<file path="config.mk">
export PLATFORM = sky130hd
export DESIGN_NAME = ci_initiator_flat
export DESIGN_NICKNAME = d
export VERILOG_FILES = /design/src/rtl/ci_pkg.sv /design/src/rtl/ci_if.sv /design/src/rtl/ci_latency_counter.sv /design/src/rtl/ci_initiator.sv /design/src/flat_wrapper.sv
export SDC_FILE = /design/constraint.sdc
export NUM_CORES = 1
export LEC_CHECK = 0
export BUFFER_PORTS_ARGS = -buffer_cell sky130_fd_sc_hd__buf_4
export CAP_MARGIN = 20
export CELL_PAD_IN_SITES_DETAIL_PLACEMENT = 1
export CELL_PAD_IN_SITES_GLOBAL_PLACEMENT = 1
export CORE_MARGIN = 2
export CORE_UTILIZATION = 37
export CTS_BUF_LIST = sky130_fd_sc_hd__clkbuf_16
export CTS_CLUSTER_SIZE = 28
export DETAILED_ROUTE_END_ITERATION = 8
export PLACE_DENSITY = 0.83
export SYNTH_ARGS = -nofsm -noshare
export SYNTH_HDL_FRONTEND = slang
export SYNTH_SLANG_ARGS = --single-unit
</file>
<file path="constraint.sdc">
create_clock -name clock -period 2.4 [get_ports clock]
set_clock_uncertainty 0.1 [all_clocks]
set_input_delay 0.24 -clock clock [delete_from_list [all_inputs] [get_ports clock]]
set_output_delay 0.24 -clock clock [all_outputs]
set_load 0.01 [all_outputs]
</file>
<file path="src/rtl/ci_pkg.sv">
// Shared custom-instruction definitions: FSM states, bus widths, default error result.
package ci_pkg;

   localparam int unsigned CI_DATA_W = 32;
   localparam int unsigned CI_ID_W   = 8;

   typedef logic [CI_DATA_W-1:0] ci_data_t;
   typedef logic [CI_ID_W-1:0]   ci_id_t;

   localparam ci_data_t CI_ERROR_RESULT = 32'hDEAD_BEEF;

   typedef enum logic [2:0] {
      IDLE,
      ISSUE,
      WAIT,
      DONE,
      ERR
   } ci_state_e;

endpackage

</file>
<file path="src/rtl/ci_if.sv">
// Custom-instruction bus between the CPU-side initiator and the responders.
interface ci_if;
   import ci_pkg::*;

   logic     ciStart;
   ci_data_t ciValueA;
   ci_data_t ciValueB;
   ci_id_t   ciN;
   logic     ciDone;
   ci_data_t ciResult;

   modport master (
      output ciStart, ciValueA, ciValueB, ciN,
      input  ciDone, ciResult
   );

   modport slave (
      input  ciStart, ciValueA, ciValueB, ciN,
      output ciDone, ciResult
   );

endinterface

</file>
<file path="src/rtl/ci_latency_counter.sv">
// Saturating start-to-done cycle counter with watchdog compare.
module ci_latency_counter #(
   parameter int unsigned LAT_WIDTH      = 16,
   parameter int unsigned TIMEOUT_CYCLES = 1024
) (
   input  logic                 clock,
   input  logic                 reset,
   input  logic                 clear_i,
   input  logic                 enable_i,
   output logic [LAT_WIDTH-1:0] count_o,
   output logic                 timeout_o
);

   localparam logic [LAT_WIDTH-1:0] LAST_COUNT = LAT_WIDTH'(TIMEOUT_CYCLES - 1);

   logic [LAT_WIDTH-1:0] count_q, count_d;

   // Clear has priority; increment stops at all-ones.
   always_comb begin
      count_d = count_q;
      if (clear_i) begin
         count_d = '0;
      end else if (enable_i && (count_q != '1)) begin
         count_d = count_q + LAT_WIDTH'(1);
      end
   end

   // Counter register.
   always_ff @(posedge clock or negedge reset) begin
      if (!reset) begin
         count_q <= '0;
      end else begin
         count_q <= count_d;
      end
   end

   assign count_o   = count_q;
   assign timeout_o = (count_q == LAST_COUNT);

endmodule

</file>
<file path="src/rtl/ci_initiator.sv">
// CPU-side custom-instruction initiator: issues a CI, stalls the pipeline until
// done or watchdog timeout, returns the result and the measured latency.
module ci_initiator
   import ci_pkg::*;
#(
   parameter int unsigned TIMEOUT_CYCLES = 1024,
   parameter int unsigned LAT_WIDTH      = 16,
   parameter ci_data_t    ERROR_RESULT   = CI_ERROR_RESULT
) (
   input  logic                 clock,
   input  logic                 reset,
   input  logic                 issue,
   input  ci_data_t             opA,
   input  ci_data_t             opB,
   input  ci_id_t               ciId,
   ci_if.master                 ci,
   output logic                 cpuStall,
   output logic                 resultValid,
   output ci_data_t             result,
   output logic                 timeoutError,
   output logic [LAT_WIDTH-1:0] lastLatency
);

   ci_state_e            state_q, state_d;
   ci_data_t             valA_q, valA_d;
   ci_data_t             valB_q, valB_d;
   ci_id_t               ciN_q, ciN_d;
   ci_data_t             result_q, result_d;
   logic                 timeoutErr_q, timeoutErr_d;
   logic [LAT_WIDTH-1:0] lastLat_q, lastLat_d;
   logic                 start_q, stall_q, valid_q;

   logic                 cnt_clear, cnt_en, cnt_timeout;
   logic [LAT_WIDTH-1:0] count;

   ci_latency_counter #(
      .LAT_WIDTH      (LAT_WIDTH),
      .TIMEOUT_CYCLES (TIMEOUT_CYCLES)
   ) u_lat (
      .clock     (clock),
      .reset     (reset),
      .clear_i   (cnt_clear),
      .enable_i  (cnt_en),
      .count_o   (count),
      .timeout_o (cnt_timeout)
   );

   // Next-state decode plus operand/result capture; done beats timeout in WAIT.
   always_comb begin
      state_d      = state_q;
      valA_d       = valA_q;
      valB_d       = valB_q;
      ciN_d        = ciN_q;
      result_d     = result_q;
      timeoutErr_d = timeoutErr_q;
      lastLat_d    = lastLat_q;
      cnt_clear    = 1'b0;
      cnt_en       = 1'b0;
      case (state_q)
         IDLE: begin
            if (issue) begin
               valA_d  = opA;
               valB_d  = opB;
               ciN_d   = ciId;
               state_d = ISSUE;
            end
         end
         ISSUE: begin
            cnt_clear = 1'b1;
            if (ci.ciDone) begin
               result_d     = ci.ciResult;
               timeoutErr_d = 1'b0;
               lastLat_d    = '0;
               state_d      = DONE;
            end else begin
               state_d = WAIT;
            end
         end
         WAIT: begin
            cnt_en = 1'b1;
            if (ci.ciDone) begin
               result_d     = ci.ciResult;
               timeoutErr_d = 1'b0;
               lastLat_d    = (count == '1) ? count : count + LAT_WIDTH'(1);
               state_d      = DONE;
            end else if (cnt_timeout) begin
               result_d     = ERROR_RESULT;
               timeoutErr_d = 1'b1;
               state_d      = ERR;
            end
         end
         DONE, ERR: state_d = IDLE;
         default:   state_d = IDLE;
      endcase
   end

   // State, data and registered control outputs decoded from the next state.
   always_ff @(posedge clock or negedge reset) begin
      if (!reset) begin
         state_q      <= IDLE;
         valA_q       <= '0;
         valB_q       <= '0;
         ciN_q        <= '0;
         result_q     <= '0;
         timeoutErr_q <= 1'b0;
         lastLat_q    <= '0;
         start_q      <= 1'b0;
         stall_q      <= 1'b0;
         valid_q      <= 1'b0;
      end else begin
         state_q      <= state_d;
         valA_q       <= valA_d;
         valB_q       <= valB_d;
         ciN_q        <= ciN_d;
         result_q     <= result_d;
         timeoutErr_q <= timeoutErr_d;
         lastLat_q    <= lastLat_d;
         start_q      <= (state_d == ISSUE);
         stall_q      <= (state_d == ISSUE) || (state_d == WAIT);
         valid_q      <= (state_d == DONE) || (state_d == ERR);
      end
   end

   assign ci.ciStart   = start_q;
   assign ci.ciValueA  = valA_q;
   assign ci.ciValueB  = valB_q;
   assign ci.ciN       = ciN_q;
   assign cpuStall     = stall_q;
   assign resultValid  = valid_q;
   assign result       = result_q;
   assign timeoutError = timeoutErr_q;
   assign lastLatency  = lastLat_q;

endmodule

</file>
<file path="src/flat_wrapper.sv">
// flat-port wrapper written by rule: the top's interface ports become plain ports
module ci_initiator_flat import ci_pkg::*;
#(
   parameter int unsigned TIMEOUT_CYCLES = 1024,
   parameter int unsigned LAT_WIDTH      = 16,
   parameter ci_data_t    ERROR_RESULT   = CI_ERROR_RESULT
)
  (clock, reset, issue, opA, opB, ciId, cpuStall, resultValid, result, timeoutError, lastLatency, ci_ciStart, ci_ciValueA, ci_ciValueB, ci_ciN, ci_ciDone, ci_ciResult);
  ci_if ci_i ();
  input  logic clock;
  input  logic reset;
  input  logic issue;
  input  ci_data_t opA;
  input  ci_data_t opB;
  input  ci_id_t ciId;
  output logic cpuStall;
  output logic resultValid;
  output ci_data_t result;
  output logic timeoutError;
  output logic [LAT_WIDTH-1:0] lastLatency;
  output wire logic [$bits(ci_i.ciStart)-1:0] ci_ciStart;
  output wire logic [$bits(ci_i.ciValueA)-1:0] ci_ciValueA;
  output wire logic [$bits(ci_i.ciValueB)-1:0] ci_ciValueB;
  output wire logic [$bits(ci_i.ciN)-1:0] ci_ciN;
  input wire logic [$bits(ci_i.ciDone)-1:0] ci_ciDone;
  input wire logic [$bits(ci_i.ciResult)-1:0] ci_ciResult;
  assign ci_ciStart = ci_i.ciStart;
  assign ci_ciValueA = ci_i.ciValueA;
  assign ci_ciValueB = ci_i.ciValueB;
  assign ci_ciN = ci_i.ciN;
  assign ci_i.ciDone = ci_ciDone;
  assign ci_i.ciResult = ci_ciResult;
  ci_initiator #(.TIMEOUT_CYCLES(TIMEOUT_CYCLES), .LAT_WIDTH(LAT_WIDTH), .ERROR_RESULT(ERROR_RESULT)) u_core (.clock(clock), .reset(reset), .issue(issue), .opA(opA), .opB(opB), .ciId(ciId), .ci(ci_i), .cpuStall(cpuStall), .resultValid(resultValid), .result(result), .timeoutError(timeoutError), .lastLatency(lastLatency));
endmodule
</file>
After elaboration in Yosys (flattened, before gate mapping)
Index checks and enable logic that the tools add are counted.
{"block": "totals", "reg_bits": 143, "inputBits": 108, "wordCells": 54}
{"block": "classes", "n_reduce_logical": 9, "n_addsub": 1, "muxes": 21, "n_eq_ne": 12}
{"operator": "$mux 32", "count": 3}
{"operator": "$mux 16", "count": 5}
{"operator": "$pmux 32 s2", "count": 1}
{"operator": "$pmux 16 s2", "count": 1}
{"operator": "$add 16x1->16 const B", "count": 1}
{"operator": "$eq 16x10->1 const B", "count": 1}
{"operator": "$eq 16x16->1 const B", "count": 1}
{"operator": "$ne 16x16->1 const B", "count": 1}
{"operator": "$eq 3x2->1 const B", "count": 3}
{"operator": "$mux 3", "count": 3}
{"operator": "$pmux 3 s3", "count": 1}
{"operator": "$eq 3x1->1 const B", "count": 2}
{"operator": "$mux 1", "count": 6}
{"operator": "$reduce_and 3->1", "count": 2}
{"operator": "$ne 2x2->1 const B", "count": 2}
{"operator": "$reduce_bool 2->1", "count": 2}
{"operator": "$eq 3x3->1 const B", "count": 1}
{"operator": "$logic_not 3->1", "count": 1}
{"operator": "$ne 3x2->1 const B", "count": 1}
{"operator": "$logic_or 1x1->1", "count": 2}
{"operator": "$pmux 1 s2", "count": 1}
{"operator": "$reduce_and 2->1", "count": 1}
{"operator": "$logic_and 1x1->1", "count": 1}

Logic depth before layout (Yosys ltp)
{"block": "logic_depth", "word_depth": 6, "depth_mapped": 8, "mapped_depth_nobuf": 6}

Hierarchy
A second synthesis with hierarchy kept.
{"block": "hier_totals", "hier_cells": 669, "hier_area_um2": 6444.9}
{"module": "ci_initiator", "instances": 1, "cells_each": 572, "area_each_um2": 5484.0, "seq_area_each_um2": 3178.0}
{"module": "ci_latency_counter", "instances": 1, "cells_each": 97, "area_each_um2": 960.9, "seq_area_each_um2": 400.4}

Least setup slack after synthesis
OpenSTA, ideal clock, no wires.
{"block": "synth_path", "path_kind": "reg-to-reg", "startpoint": "register u_core.u_lat.count_q[6], in the netlist u_core.u_lat.count_o[6]", "endpoint": "register u_core.result_q[14], in the netlist u_core.result[14]", "required_time_ns": 2.182, "setup_slack_ns": 0.502, "period_less_slack_ns": 1.898, "path_buffers": 3, "arrival_ns": 1.680, "stages_incl_launch_ff": 9, "cell_sequence": "dfrtp_1 and4_1 buf_6 nand3_4 or4_4 buf_6 buf_8 nand3_1 nand2_1"}
{"block": "synth_between", "elab_chain_len": 3}
{"element": "start: declaration", "line": "ci_latency_counter.sv:16", "source": "logic [LAT_WIDTH-1:0] count_q, count_d;"}
{"element": "start signal: assignment", "line": "ci_latency_counter.sv:33", "source": "count_q <= count_d;"}
{"element": "$eq 16x10->1", "line": "ci_latency_counter.sv:38", "source": "assign timeout_o = (count_q == LAST_COUNT);"}
{"element": "$ne 3x2->1 (no line)"}
{"element": "$reduce_and 3->1 (no line)"}
{"element": "end signal: assignment", "line": "ci_initiator.sv:115", "source": "result_q <= result_d;"}
{"element": "end: declaration", "line": "ci_initiator.sv:28", "source": "ci_data_t result_q, result_d;"}
Every way passes these cells.
A chain may end at the register's enable or synchronous reset.

Worst setup path after layout
{"block": "layout_path", "startpoint": "register u_core.u_lat.count_q[6], in the netlist u_core.u_lat.count_o[6]", "endpoint": "register u_core.result_q[25], in the netlist u_core.result[25]"}
The elaborated chain is that of the path after synthesis.

==> results.yml <==
synthesis:
  synth_cell_types: 39
  syn_area_um2: 5907
  synth_area_leaders: "dfrtp_1 (61%), mux2_2 (14%), nor2_1 (3.6%)"
  synth.most_common_cell: "dfrtp_1"
  synthArstFlopShare_pct: 100.0
  ys_ff_latch: 143
  syn_inst: 497
  ys.flop_type: "dfrtp_1"
  syn_avg_cell_area_um2: 11.89
  postSynthNetCount: 606
  synth_top_area_share_pct: 60.58
  synth-edff-count: 0
  yosysWarnings: 0
  ys_top_cells_by_count: "dfrtp_1 (143), mux2_2 (72), nor2_1 (57), nand2_1 (41), a21oi_1 (37)"
  synth_top_cell_by_area: "dfrtp_1"
  seq_area_frac_synth_pct: 60.58
sta:
  rsz0062_at_grt: "no"
  worst_hold_slack_ns: 0.002636
  worstMarginPinSlew_ns: 0.5163
  relSlewSlack_pct: 65.58
  hold_viol: 0
  final.period_utilization_pct: 93.69
  layout_setup_ws_ns: 0.1513
  fmax_ghz: 0.4447
  setup_violations: 0
  layout_min_cycle_time_ns: 2.249
  slew_violations: 0
  finalSetupTns_ns: 0
clock_tree:
  cts_tree: "done"
  clk_pin_slew_ns: 0.06
  cts_max_level: 4
  cts_root_buf: "clkbuf_16"
  clk_latency_ns: 0.43
  cts.sinks: 143
  cts_setup_buffers: 0
  numCtsBuffers: 17
  cts_max_path_buffers: 2
grt:
  antenna_found_initial: 2
  grt_max_degree: 75
  grt_usage_pct: 27.94
  grt_overflow: 0
  grt_pass1_wl_um: 35020
  grt_pass1_vias: 5918
floorplanning:
  rows: 46
  die_area_um2: 16990
  pin_count: 232
  die_y_um: 130.4
  die_x_um: 130.4
  initial_utilization_pct: 37.46
  coreArea_um2: 15770
place:
  io_buffers: 231
  dpl_cell_area_um2: 7860
  dp_cells: 926
  pre_cts_ws_ns: 0.2108
  gp_congestion: 0.8354
  place_hpwl_um: 13590
pwr:
  p_seq_share_pct: 36.4
  internal_power_mw: 7.199
  power_switching_mw: 4.202
  powerDensity_nw_per_um2: 1212
  p_comb_share_pct: 41.5
  pwr-share-clk_pct: 22.1
  total_power_mw: 11.40
  ir_worst_vdd_v: 0.0006091
  p_sw_share_pct: 36.86
  p_leak_nw: 4.464
detailed_routing:
  wl_per_cell_um: 22.73
  route.detailed.drc: 0
  viasPerCell: 5.056
  dr_total_vias: 5354
  drt_iter0_markers: 235
  wirelength_um: 24070
  antenna_left: 0
  dr.pass1.iters: 5
finish:
  drive_gt1_share_pct: 41.85
  finalInstanceArea_um2: 9407
  nNetsFinal: 937
  finalNonFillerCells: 1059
  area_growth_pct: 59.25
  final_core_util_pct: 59.65
critical_path:
  reg2reg_to: "u_core.result[25]"
  critPathRequiredTime_ns: 2.62
  crit_end: "u_core.result[25]"
  r2r.worst_path.cells: 4
  r2r_start: "u_core.u_lat.count_o[6]"
  ff2ff_setup_slack_ns: 0.15
  cp-start-kind: "flip-flop"
  crit_type: "flip-flop to flip-flop"
  worstSetupStartpoint: "u_core.u_lat.count_o[6]"
  setup.worst_path.end_class: "flip-flop"
  cp.arrival_ns: 2.47
  cp_max_fo: 34
job:
  cap_violations: 0
min_path:
  hold_path_class: "input pin to flip-flop"
outcome:
  status: "completed"
==> state kept, by name (all words and copies together) (netlist names) <==
signal / cells
u_core.ci.ciValueA: 32
u_core.ci.ciValueB: 32
u_core.result: 32
u_core.lastLatency: 16
u_core.u_lat.count_o: 16
u_core.ci.ciN: 8
u_core.state_q: 3
u_core.ci.ciStart: 1
u_core.cpuStall: 1
u_core.resultValid: 1
u_core.timeoutError: 1
==> worst max-delay path: stages, from the launching register on <==
cell,delay [ns]
dfrtp_1,0.44
and4_1,0.45
nand3_4,0.12
or4_4,0.73
a21oi_1,0.29
==> placed cells by master (no fill, tap or decap), types with 2 or more instances in the layout <==
cell type,n
inv_6,2
mux2_2,72
nand2_1,41
or3_1,4
inv_1,5
and3_2,2
nor2_1,57
and4_1,4
diode_2,2
nand3_1,20
xnor2_1,6
a21oi_1,36
o21ai_0,28
mux2i_1,2
clkinv_1,2
nand4_1,5
dfrtp_1,143
o31ai_1,4
a21o_1,5
and3_1,5
clkinvlp_4,5
buf_4,238
dlygate4sd3_1,99
nand2b_1,6
xor2_1,6
buf_12,3
a22o_1,3
clkinv_4,2
clkbuf_16,17
and2_1,2
==> logic make-up (layout without fill, tap and decap cells) <==
logic type	Yosys count	in the layout	share of synthesized area, %
AND/OR/NAND/NOR	155	155	12.54
flip-flops	143	143	60.58
AO/OA/AOI/OAI	80	80	7.499
multiplexers	74	74	14.06
buffers and inverters	32	376	3.325
XOR/XNOR	12	12	1.779
adder cells (fa/ha/maj)	1	1	0.2118
other	0	2	0
==> per-layer routing <==
layer	global-route usage, %	up-vias	part of all wire (%)
met4	12.20	0	3.0
met1	32.56	2706	39
met2	47.80	221	51
met5	0	-	0
li1	-	2378	-
met3	8.569	49	7.3
==> final cells by class <==
| type | count | area (um^2) |
|---|---|---|
| fillers | 1654 | 6364 |
| flip-flops and latches | 143 | 3578 |
| repair buffers | 341 | 2849 |
| multi-input cells | 322 | 2145 |
| clock buffers | 17 | 425.4 |
| well taps | 216 | 270.3 |
| clock inverters | 15 | 122.6 |
| inverters | 3 | 11.26 |
| diodes | 2 | 5.005 |
==> power by group through the flow <==
stage          clock network (mW)  logic, mW  registers [mW]
5_1_grt                      2.66       5.06            4.23
6_report                     2.52       4.73            4.15
3_5_place_dp                    0       4.37            4.05
3_3_place_gp                    0       4.17            3.95
4_1_cts                      2.50       4.52            4.03
2_1_floorplan                   0       1.65            4.36
==> worst min path at each step <==
stage	to	depth (start not counted)	from
floorplan	u_core.ci.ciN[0]	0	reset
finish	u_core.result[30]	3	ci_ciResult[30]
CTS	u_core.result[6]	3	ci_ciResult[6]
global placement	u_core.result[12]	1	reset
detailed placement	u_core.result[12]	1	reset
global route	u_core.result[30]	3	ci_ciResult[30]
==> what timing repair did <==
item,CTS,global route
endpoints found under the setup margin,0,4
hold endpoints to repair,147,0
hold buffers,99,0
gates resized for setup,0,1
Power figures use the tool's default switching activity.
